$ cat config.mk
export PLATFORM = sky130hd
export DESIGN_NAME = shift_burst_reg
export DESIGN_NICKNAME = d
export VERILOG_FILES = /design/src/rtl/shift_burst_pkg.sv /design/src/rtl/shift_burst_ctrl.sv /design/src/rtl/shift_burst_reg.sv
export SDC_FILE = /design/constraint.sdc
export NUM_CORES = 1
export LEC_CHECK = 0
export CAP_MARGIN = 20
export CELL_PAD_IN_SITES_DETAIL_PLACEMENT = 0
export CELL_PAD_IN_SITES_GLOBAL_PLACEMENT = 1
export CORE_MARGIN = 2
export CORE_UTILIZATION = 35
export CTS_BUF_LIST = sky130_fd_sc_hd__clkbuf_4 sky130_fd_sc_hd__clkbuf_8
export CTS_CLUSTER_SIZE = 12
export DETAILED_ROUTE_END_ITERATION = 7
export PLACE_DENSITY = 0.91
export SYNTH_ARGS = -nofsm -noshare
export SYNTH_HDL_FRONTEND = slang
export SYNTH_SLANG_ARGS = --single-unit
export TNS_END_PERCENT = 100
$ cat constraint.sdc
create_clock -name clk -period 2.2 [get_ports clk]
set_clock_uncertainty 0.15 [all_clocks]
set_input_delay 0.33 -clock clk [delete_from_list [all_inputs] [get_ports clk]]
set_output_delay 0.33 -clock clk [all_outputs]
set_load 0.01 [all_outputs]
$ cat src/rtl/shift_burst_pkg.sv
// Shared types and constants for the shift_burst_reg block.
package shift_burst_pkg;

   // Burst engine states
   typedef enum logic [1:0] {
      IDLE = 2'd0,
      RUN  = 2'd1,
      DONE = 2'd2
   } state_t;

   // Shift direction encoding on the dir input
   localparam logic DIR_RIGHT = 1'b0;  // toward bit 0
   localparam logic DIR_LEFT  = 1'b1;  // toward bit N-1

endpackage

$ cat src/rtl/shift_burst_ctrl.sv
// Burst controller for shift_burst_reg: FSM, saturating down-counter and
// busy/done generation. Emits a per-cycle shift strobe together with the
// direction and rotate select that apply to that shift.
// Optional feature macro: SHIFT_BURST_ROTATE_EN (latches and forwards rot).
//
// Handshake: start is sampled only while the engine is not busy
// (IDLE/DONE). busy is high from the cycle after an accepted start until
// the last shift edge; done pulses for exactly one cycle after the last
// shift (or the cycle after start when the count is 0). pl overrides
// everything and aborts a burst without a done pulse.
import shift_burst_pkg::*;

module shift_burst_ctrl #(
   parameter int N     = 8,
   parameter int CNT_W = $clog2(N + 1)
) (
   input  logic             clk,
   input  logic             rst,
   input  logic             pl,
   input  logic             start,
   input  logic             en,
   input  logic             dir,
   input  logic             rot,
   input  logic [CNT_W-1:0] cnt,
   output logic             shift,
   output logic             shift_dir,
   output logic             shift_rot,
   output logic             busy,
   output logic             done,
   output state_t           state
);

   localparam logic [CNT_W-1:0] CNT_MAX = CNT_W'(N);
   localparam logic [CNT_W-1:0] CNT_ONE = CNT_W'(1);

   state_t           state_q;
   logic [CNT_W-1:0] cnt_q;
   logic             dir_q;
   logic [CNT_W-1:0] cnt_sat;

   assign state   = state_q;
   assign cnt_sat = (cnt > CNT_MAX) ? CNT_MAX : cnt;

   // Burst FSM with latched parameters and registered busy/done
   always_ff @(posedge clk or negedge rst) begin
      if (!rst) begin
         state_q <= IDLE;
         cnt_q   <= '0;
         dir_q   <= DIR_RIGHT;
         busy    <= 1'b0;
         done    <= 1'b0;
      end else if (pl) begin
         // Parallel load aborts any burst silently
         state_q <= IDLE;
         cnt_q   <= '0;
         busy    <= 1'b0;
         done    <= 1'b0;
      end else begin
         case (state_q)
            RUN: begin
               cnt_q <= cnt_q - CNT_ONE;
               if (cnt_q == CNT_ONE) begin
                  state_q <= DONE;
                  busy    <= 1'b0;
                  done    <= 1'b1;
               end
            end
            default: begin
               // IDLE and DONE behave alike; DONE always falls back to IDLE
               if (start) begin
                  dir_q <= dir;
                  cnt_q <= cnt_sat;
                  if (cnt_sat == '0) begin
                     state_q <= DONE;
                     busy    <= 1'b0;
                     done    <= 1'b1;
                  end else begin
                     state_q <= RUN;
                     busy    <= 1'b1;
                     done    <= 1'b0;
                  end
               end else begin
                  state_q <= IDLE;
                  busy    <= 1'b0;
                  done    <= 1'b0;
               end
            end
         endcase
      end
   end

   // Shift strobe: every RUN cycle, or a manual en when no start competes
   always_comb begin
      shift     = 1'b0;
      shift_dir = dir;
      if (!pl) begin
         if (state_q == RUN) begin
            shift     = 1'b1;
            shift_dir = dir_q;
         end else if (!start && en) begin
            shift = 1'b1;
         end
      end
   end

`ifdef SHIFT_BURST_ROTATE_EN
   logic rot_q;

   // Rotate select is latched at burst start like the direction
   always_ff @(posedge clk or negedge rst) begin
      if (!rst) begin
         rot_q <= 1'b0;
      end else if (!pl && state_q != RUN && start) begin
         rot_q <= rot;
      end
   end

   assign shift_rot = (state_q == RUN) ? rot_q : rot;
`else
   logic unused_rot;
   assign unused_rot = rot;
   assign shift_rot  = 1'b0;
`endif

endmodule

$ cat src/rtl/shift_burst_reg.sv
// Parametrised bidirectional shift register with parallel load, manual
// single-step shift and an autonomous burst engine (shift_burst_ctrl).
// Optional feature macro: SHIFT_BURST_ROTATE_EN (rot=1 recirculates the
// leaving bit instead of si).
import shift_burst_pkg::*;

module shift_burst_reg #(
   parameter  int N     = 8,
   localparam int CNT_W = $clog2(N + 1)
) (
   input  logic             clk,
   input  logic             rst,
   input  logic             pl,
   input  logic [N-1:0]     din,
   input  logic             en,
   input  logic             dir,
   input  logic             si,
   input  logic             rot,
   input  logic             start,
   input  logic [CNT_W-1:0] cnt,
   output logic [N-1:0]     reg_out,
   output logic             so,
   output logic             busy,
   output logic             done
);

   logic   shift;
   logic   shift_dir;
   logic   shift_rot;
   logic   leaving;
   logic   fill;
   // FSM state, kept as a probe point for bound checkers
   state_t unused_ctrl_state;

   shift_burst_ctrl #(
      .N     (N),
      .CNT_W (CNT_W)
   ) u_ctrl (
      .clk       (clk),
      .rst       (rst),
      .pl        (pl),
      .start     (start),
      .en        (en),
      .dir       (dir),
      .rot       (rot),
      .cnt       (cnt),
      .shift     (shift),
      .shift_dir (shift_dir),
      .shift_rot (shift_rot),
      .busy      (busy),
      .done      (done),
      .state     (unused_ctrl_state)
   );

   assign leaving = (shift_dir == DIR_RIGHT) ? reg_out[0] : reg_out[N-1];

`ifdef SHIFT_BURST_ROTATE_EN
   assign fill = shift_rot ? leaving : si;
`else
   logic unused_shift_rot;
   assign unused_shift_rot = shift_rot;
   assign fill             = si;
`endif

   // Register datapath: load has priority, then the controller's shift strobe
   always_ff @(posedge clk or negedge rst) begin
      if (!rst) begin
         reg_out <= '0;
         so      <= 1'b0;
      end else if (pl) begin
         reg_out <= din;
      end else if (shift) begin
         so <= leaving;
         if (shift_dir == DIR_RIGHT) begin
            reg_out <= {fill, reg_out[N-1:1]};
         end else begin
            reg_out <= {reg_out[N-2:0], fill};
         end
      end
   end

endmodule

==> results of run 1 <==
-- cells in the mapped netlist, types with 2 or more instances --
library cell   n
ha_1           2
inv_1          3
a21oi_1       14
nor2_1         7
nand2_1        3
dfrtp_1       16
nand2b_1       3
mux2_4         2
o22ai_1        8
mux2i_1        9
-- layout make-up --
| class | count | area (µm²) | area share (%) |
|---|---|---|---|
| Multi-Input combinational cell | 66 | 472 | 36.8 |
| Sequential cell | 16 | 400 | 31.2 |
| Clock buffer | 4 | 36.3 | 2.83 |
| Timing Repair Buffer | 33 | 320 | 25.0 |
| Tap cell | 30 | 37.5 | 2.93 |
| Inverter | 4 | 15.0 | 1.17 |
-- worst min path at each step --
stage | endpoint | cells past startpoint
2_1_floorplan | reg_out[0]$_DFFE_PN0P_ | 0
3_3_place_gp | so$_DFFE_PN0P_ | 1
3_5_place_dp | so$_DFFE_PN0P_ | 1
4_1_cts | u_ctrl.cnt_q[3]$_DFFE_PN0P_ | 2
5_1_grt | u_ctrl.state[1]$_DFFE_PN0P_ | 2
6_report | reg_out[5]$_DFFE_PN0P_ | 2
-- kinds of logic (layout without fill, tap and decap cells) --
group	count (synthesis)	after routing	synth area share [%]
AO/OA/AOI/OAI	29	29	19.1
AND/OR/NAND/NOR	22	22	13.3
flip-flops	16	16	44.3
multiplexers	13	13	17.0
buffers and inverters	6	41	3.46
adder cells (fa/ha/maj)	2	2	2.77
-- worst max-delay path: stages, from the launching register on --
cell	delay (ps)
dfrtp_1	430
nor2b_2	290
mux2i_4	490
mux2i_1	240
a21oi_1	80
-- registers in the layout, summed over array words and instances, names as in the netlist --
signal	cells
u_ctrl.dir_q	1
so	1
u_ctrl.cnt_q	4
reg_out	8
u_ctrl.state	2
-- stage by stage --
| step | hold slack, ps | total power [mW] | util, % | std cells |
|---|---|---|---|---|
| 2_1_floorplan | -116 | 0.524 | - | 88 |
| 3_3_place_gp | 353 | 0.654 | 50.7 | 149 |
| 3_5_place_dp | 354 | 0.657 | 50.7 | 149 |
| 4_1_cts | 213 | 0.857 | 52.2 | 153 |
| 5_1_grt | 229 | 0.896 | 52.2 | 153 |
| 6_report | 215 | 0.845 | 52.2 | 153 |
-- layer usage --
metal  global-route usage, %  vias up
li1                        -      398
met1                    19.8      388
met2                    27.0       34
met3                    3.01        2
met4                    6.25        0
met5                       0        -
-- report_power, final --
| part | internal (mW) | switching, mW | leakage [nW] |
|---|---|---|---|
| clock | 0.101 | 0.0928 | 0.0210 |
| sequential | 0.334 | 0.0407 | 0.191 |
| combinational | 0.160 | 0.116 | 0.318 |
==> metrics.csv, run 1 <==
metric,value,unit
dp_hpwl,1.56,mm
wl_per_cell,13.8,µm
grt.overflow.total,0,
critPathLaunch,u_ctrl.state[1]$_DFFE_PN0P_,
fin_nets,146,
vias,822,
synth_top_area_share,44.3,%
fin_area,1280,µm²
numCtsBuffers,3,
synth-seq-cells,16,
cts_tree,done,
ys_async_sr_fraction,100,%
first_pass_iters,4,
clock-sinks,16,
fillers,227,
tightest_slew,415,ps
critPathLaunchType,flip-flop,
die_w,54.8,µm
antenna_found_initial,0,
path_class,reg -> reg,
synth_cell_types,31,
critical_path_arrival,1820,ps
via_per_inst,5.37,
dr.first_iter.drc_count,14,
track_usage,16.0,%
ir_drop,0.367,mV
worst_slack,403,ps
fin_crit,1800,ps
period_share,81.7,%
fmax,557,MHz
cts.repair.resized,0,
ys.flop_type,dfrtp_1,
layout-drive-gt1-share,12.2,%
leakage,0.531,nW
critPathCapture,reg_out[3]$_DFFE_PN0P_,
r2r_cells,4,
cts-root-buf,clkbuf_4,
core.rowCount,18,
antenna_left,0,
top_layer,met4,
syn_inst,88,
outcome,"finished, final reports clean",
hold_path_class,in -> async,
wl,2.12,mm
clk_pin_slew,100,ps
die_area,3000,µm²
endpoint_kind,flip-flop,
slew_violations,0,
clock_tree.buffer_depth,2,
setup_violations,0,
post-place-ws,103,ps
gp_congestion,0.812,
synth_enable_flop_cells,0,
cp_max_fo,8,
post-cts-setup-buffer-count,0,
yosysTopAreaCell,dfrtp_1,
rsz0062_at_grt,false,
synth_area,903,µm²
synthTopCellsByArea,"dfrtp_1 (44%), mux2i_1 (10%), a21oi_1 (7.8%)",
wl_met3,143,µm
reg2reg_slack,400,ps
grt_pass1_wl,3.41,mm
clkLatencyLatePin,280,ps
dpl_cell_area,1240,µm²
drc_errors,0,
design.portCount,31,
tns,0,ps
cp.required,2220,ps
synth.net_count,110,
htreeDepth,1,
layout_common_cells,"clkdlybuf4s50_1 (29), dfrtp_1 (16), a21oi_1 (14), mux2i_1 (9), o22ai_1 (8)",
synth_seq_area_share,44.3,%
postCtsHoldBufs,0,
synth_area_per_cell,10.3,µm²
grt_max_degree,17,
io_buffers,29,
hold_violations,0,
r2r_end,reg_out[3]$_DFFE_PN0P_,
wl_met1,962,µm
yosysWarnings,0,
initial_utilization,36.8,%
die_height,54.8,µm
final_common_cell,clkdlybuf4s50_1,
cap_violations,0,
r2r_start,u_ctrl.state[1]$_DFFE_PN0P_,
grt_pass1_vias,800,
max-slew-margin-rel,71.7,%
coreArea,2450,µm²
wl_met2,996,µm
powerDensity,659,nW/µm²
n_antenna_cell,0,
area_delta_synth_final,41.8,%
(Power assumes the default switching activity.)
==> run 2, diff against run 1 <==
CORE_UTILIZATION = 31   (was 35)
PLACE_DENSITY = 0.86   (was 0.91)
clock period = 1.5 ns   (was 2.2 ns; I/O delays follow)
==> run 2 against run 1 <==
  * Clock-buffer cell count stayed put
  * Register-to-register slack worse by 600 ps
  * Sequential power is 43% higher
  * The run now ends with setup timing left
  * Die area is 12% higher
  * Critical path depth stayed put
  * Power is 53% higher
  * Clock power is 28% higher
  * Design area is 13% higher
  * Worst setup slack worse by 600 ps
  * Flip-flop and latch count stayed put
==> metrics.csv, run 2 (same netlist as run 1, synthesis figures left out) <==
metric,value,unit,change
grt_max_degree,17,,unchanged
placed_cells,161,,+8.1%
wl_per_cell,14.5,µm,+5.0%
slew_violations,0,,unchanged
fmax,589,MHz,+5.8%
antenna_left,0,,unchanged
io_buffers,29,,unchanged
clkLatencyLatePin,280,ps,about the same
powerDensity,894,nW/µm²,+36%
die_height,58.0,µm,+5.8%
timing.hold.ws,115,ps,-99.7 ps
critPathLaunchType,flip-flop,,
layout-drive-gt1-share,27.9,%,+16 points
tns,-1770,ps,-1770 ps
vias,918,,+12%
track_usage,16.7,%,+0.71 points
coreArea,2760,µm²,+12%
leakage,0.636,nW,+20%
dpl_cell_area,1350,µm²,+8.2%
endpoint_kind,flip-flop,,
post-route-util,52.5,%,+0.26 points
cap_violations,0,,unchanged
total_power,1.29,mW,+53%
fin_nets,163,,+12%
antenna_found_initial,0,,unchanged
htreeDepth,1,,unchanged
n_antenna_cell,0,,unchanged
hold_path_class,in -> async,,
p_comb_share,39.3,%,+6.6 points
area_delta_synth_final,60.1,%,
cts-root-buf,clkbuf_4,,
fin_area,1450,µm²,+13%
drc_errors,0,,unchanged
max-slew-margin-rel,74.7,%,+2.9 points
design.portCount,31,,unchanged
largest_reg_flops,8,,unchanged
p_int,0.900,mW,+51%
numCtsBuffers,3,,unchanged
fin_crit,1700,ps,-99.1 ps
core.rowCount,19,,+1
cp_max_fo,2,,-6
clock-sinks,16,,unchanged
via_per_inst,5.37,,about the same
die_w,58.0,µm,+5.8%
worst_slack,-197,ps,-601 ps
gp_congestion,0.830,,+2.3%
p_sw,0.394,mW,+58%
cts_tree,done,,
dr.first_iter.drc_count,24,,+10
layout_common_cells,"buf_4 (19), clkdlybuf4s50_1 (17), dfrtp_1 (15), a21oi_1 (14), dlygate4sd2_1 (11)",,
ir_drop,0.699,mV,+91%
grt_pass1_wl,4.31,mm,+26%
rsz0062_at_grt,true,,
clk_pin_slew,90,ps,about the same
grt_pass1_vias,961,,+20%
layout.cells.non_filler,171,,+12%
grt.overflow.total,0,,unchanged
final_common_cell,buf_4,,
violations,setup timing,,
period_share,113,%,+32 points
dp_hpwl,1.81,mm,+16%
wl,2.48,mm,+17%
switching_share,30.4,%,+0.88 points
regMostFlops,reg_out,,
pwr-share-clk,19.2,%,-3.7 points
p_seq_share,41.5,%,-2.9 points
post-place-ws,-516,ps,-619 ps
postCtsHoldBufs,0,,unchanged
die_area,3360,µm²,+12%
setup_violations,12,,+12
outcome,finished with violations,,
first_pass_iters,4,,unchanged
tightest_slew,376,ps,-38.7 ps
critical_path_arrival,1720,ps,-100 ps
path_class,reg -> reg,,
clock_tree.buffer_depth,2,,unchanged
hold_violations,0,,unchanged
cp.required,1520,ps,-700 ps
initial_utilization,32.8,%,-4.0 points
## run 2: per-layer routing
metal  global-route usage (%)  up-vias  part of all wire (%)
met5                        0        -                     0
met4                     7.97        0                  0.73
met3                     2.68        4                   5.7
met2                     27.1       42                    50
met1                     21.6      443                    43
li1                         -      429                     -
## run 2: power by group through the flow
stage | Combinational, mW | Sequential (mW) | Clock (mW)
5_1_grt | 0.554 | 0.544 | 0.284
4_1_cts | 0.499 | 0.535 | 0.263
6_report | 0.508 | 0.537 | 0.248
3_3_place_gp | 0.459 | 0.556 | 0
2_1_floorplan | 0.206 | 0.566 | 0
3_5_place_dp | 0.469 | 0.555 | 0
## run 2: worst paths after layout
kind / to / startpoint / cells past startpoint / slack (ps)
hold reg to reg: so$_DFFE_PN0P_ / so$_DFFE_PN0P_ / 1 / 400
hold / removal: u_ctrl.state[0]$_DFFE_PN0P_ / rst / 2 / 120
setup reg to reg: so$_DFFE_PN0P_ / u_ctrl.state[1]$_DFFE_PN0P_ / 4 / -200
max in group asynchronous: u_ctrl.state[1]$_DFFE_PN0P_ / rst / 2 / 890
min in group clk: u_ctrl.state[1]$_DFFE_PN0P_ / pl / 3 / 350
setup / recovery: so$_DFFE_PN0P_ / u_ctrl.state[1]$_DFFE_PN0P_ / 4 / -200
## run 2: cell type report
| cell class | count | area (µm²) |
|---|---|---|
| fill | 264 | 1310 |
| tap | 31 | 38.8 |
| multi-input combinational | 66 | 515 |
| clock buffer | 4 | 30.0 |
| inverter | 4 | 15.0 |
| timing repair buffer | 50 | 445 |
| sequential | 16 | 402 |
## run 2: timing repair
action / CTS / global route
gates resized for setup: 16 / 6
buffers inserted: 7 / 0
pin swaps: 4 / 5
endpoints found under the setup margin: 25 / 16
gates cloned: 0 / 0
## run 2: worst max-delay path: stages (launching register included)
cell	delay [ps]
dfrtp_2	430
nor3b_4	190
mux2i_1	250
mux2_4	310
mux2_4	250
==> run 3, diff against run 2 <==
CELL_PAD_IN_SITES_DETAIL_PLACEMENT = not set   (was 0)
CELL_PAD_IN_SITES_GLOBAL_PLACEMENT = not set   (was 1)
CORE_UTILIZATION = 40   (was 31)
PLACE_DENSITY = not set   (was 0.86)
PLACE_DENSITY_LB_ADDON = 0.15   (was not set)
TNS_END_PERCENT = not set   (was 100)
==> run 3 against run 2 <==
  * The flow still finishes with violations (setup timing)
  * Non-clock buffer count rose by 2
  * Wire length rose by 3.1%
  * Clock power rose by 6%
  * Worst hold slack got worse by 23 ps
  * Largest power group unchanged
==> metrics.csv, run 3 (same netlist as run 1, synthesis figures left out) <==
metric,value,unit,change
initial_utilization,41.6,%,+8.9 points
r2r_start,u_ctrl.state[1]$_DFFE_PN0P_,,
clkLatencyLatePin,290,ps,about the same
path_cells,"nor3b_2, mux2i_1, mux2_4, mux2_4",,
total_power,1.32,mW,+2.4%
track_usage,20.6,%,+3.9 points
design.portCount,31,,unchanged
cp_num_cells,4,,unchanged
die_w,51.5,µm,-11%
slew_violations,0,,unchanged
antenna_found_initial,0,,unchanged
numCtsBuffers,3,,unchanged
die_height,51.5,µm,-11%
cp_max_fo,3,,+1
cts_tree,done,,
powerDensity,897,nW/µm²,+0.37%
hold_path_class,in -> async,,
area_delta_synth_final,63.3,%,
crit_buf_inv,0,,unchanged
htreeDepth,1,,unchanged
worst_slack,-177,ps,+20.2 ps
cap_violations,0,,unchanged
setup_violations,12,,unchanged
dp_hpwl,1.73,mm,-4.8%
postCtsHoldBufs,0,,unchanged
clock_tree.buffer_depth,2,,unchanged
rsz0062_at_grt,true,,
fmax,596,MHz,+1.2%
final_common_cell,buf_4,,
critical_path_arrival,1710,ps,about the same
fin_nets,165,,+1.2%
dr.first_iter.drc_count,12,,-50%
largest_reg_flops,8,,unchanged
dpl_cell_area,1330,µm²,-1.4%
critPathLaunchType,flip-flop,,
tns,-1510,ps,+263 ps
path_class,reg -> reg,,
layout-drive-gt1-share,31.0,%,+3.1 points
die_area,2650,µm²,-21%
hold_violations,0,,unchanged
timing.hold.ws,92.3,ps,-23.1 ps
clk_pin_slew,100,ps,about the same
fin_area,1480,µm²,+2.0%
cp_top_family,multiplexers,,
critPathMaxStageDelay,440,ps,about the same
outcome,finished with violations,,
layout_common_cells,"buf_4 (20), clkdlybuf4s50_1 (18), dfrtp_1 (15), a21oi_1 (12), dlygate4sd2_1 (10)",,
slowest_stage,dfrtp_2,,
ir_drop,0.607,mV,-13%
endpoint_kind,flip-flop,,
cpMostUsedCell,mux2_4,,
n_antenna_cell,0,,unchanged
grt_max_degree,17,,unchanged
critPathCapture,so$_DFFE_PN0P_,,
first_pass_iters,4,,unchanged
grt_pass1_wl,4.00,mm,-7.2%
wl,2.56,mm,+3.1%
vias,927,,+0.98%
reg2reg_slack,-180,ps,+20 ps
period_share,112,%,-1.3 points
max-slew-margin-rel,81.1,%,+6.4 points
gp_congestion,0.821,,-1.1%
cp.required,1540,ps,+20 ps
r2r_end,so$_DFFE_PN0P_,,
placed_cells,156,,-3.1%
clock-sinks,16,,unchanged
core.rowCount,17,,-2
coreArea,2170,µm²,-21%
regMostFlops,reg_out,,
grt_pass1_vias,901,,-6.2%
grt.overflow.total,0,,unchanged
layout.cells.non_filler,170,,-0.58%
tightest_slew,281,ps,-95.6 ps
io_buffers,29,,unchanged
post-route-util,68.0,%,+16 points
r2r_cells,4,,unchanged
wl_per_cell,15.1,µm,+3.8%
drc_errors,0,,unchanged
cts-root-buf,clkbuf_4,,
leakage,0.648,nW,+1.9%
post-place-ws,-502,ps,+14.6 ps
via_per_inst,5.45,,+1.6%
fin_crit,1680,ps,-20.2 ps
violations,setup timing,,
critPathLaunch,u_ctrl.state[1]$_DFFE_PN0P_,,
antenna_left,0,,unchanged
[run 3: what timing repair did]
item                       4_1_cts  5_1_grt
resized for setup               13       13
setup endpoints to repair       25       15
pin swaps                        3       12
buffers inserted                 8        2
[run 3: worst min path at each step]
stage              startpoint                      to  slack, ps  cells past startpoint
6_report                  rst  reg_out[3]$_DFFE_PN0P_         90                      2
5_1_grt                   rst  reg_out[3]$_DFFE_PN0P_        120                      2
4_1_cts                   rst  reg_out[3]$_DFFE_PN0P_         90                      2
3_5_place_dp   so$_DFFE_PN0P_          so$_DFFE_PN0P_        380                      1
3_3_place_gp   so$_DFFE_PN0P_          so$_DFFE_PN0P_        360                      1
2_1_floorplan             rst  reg_out[0]$_DFFE_PN0P_       -220                      0
[run 3: area by class of cell]
type,count,area [µm²]
repair buffers,52,470
well taps,28,35.0
clock buffers,4,30.0
flip-flops and latches,16,402
inverters,4,15.0
multi-input cells,66,523
fillers,208,694
[run 3: layer usage]
metal,global-route usage (%),share of wire (%),up-vias
met5,0,0,-
met1,23.9,43,453
li1,-,-,439
met2,35.9,51,29
met3,4.31,4.9,6
met4,10.1,1.5,0
[run 3: power by group]
| part | switching, mW | internal [mW] | leakage (nW) | total (mW) |
|---|---|---|---|---|
| registers | 0.0493 | 0.490 | 0.190 | 0.539 |
| logic | 0.227 | 0.294 | 0.440 | 0.521 |
| clock network | 0.142 | 0.122 | 0.0184 | 0.263 |
| total | 0.418 | 0.906 | 0.648 | 1.32 |
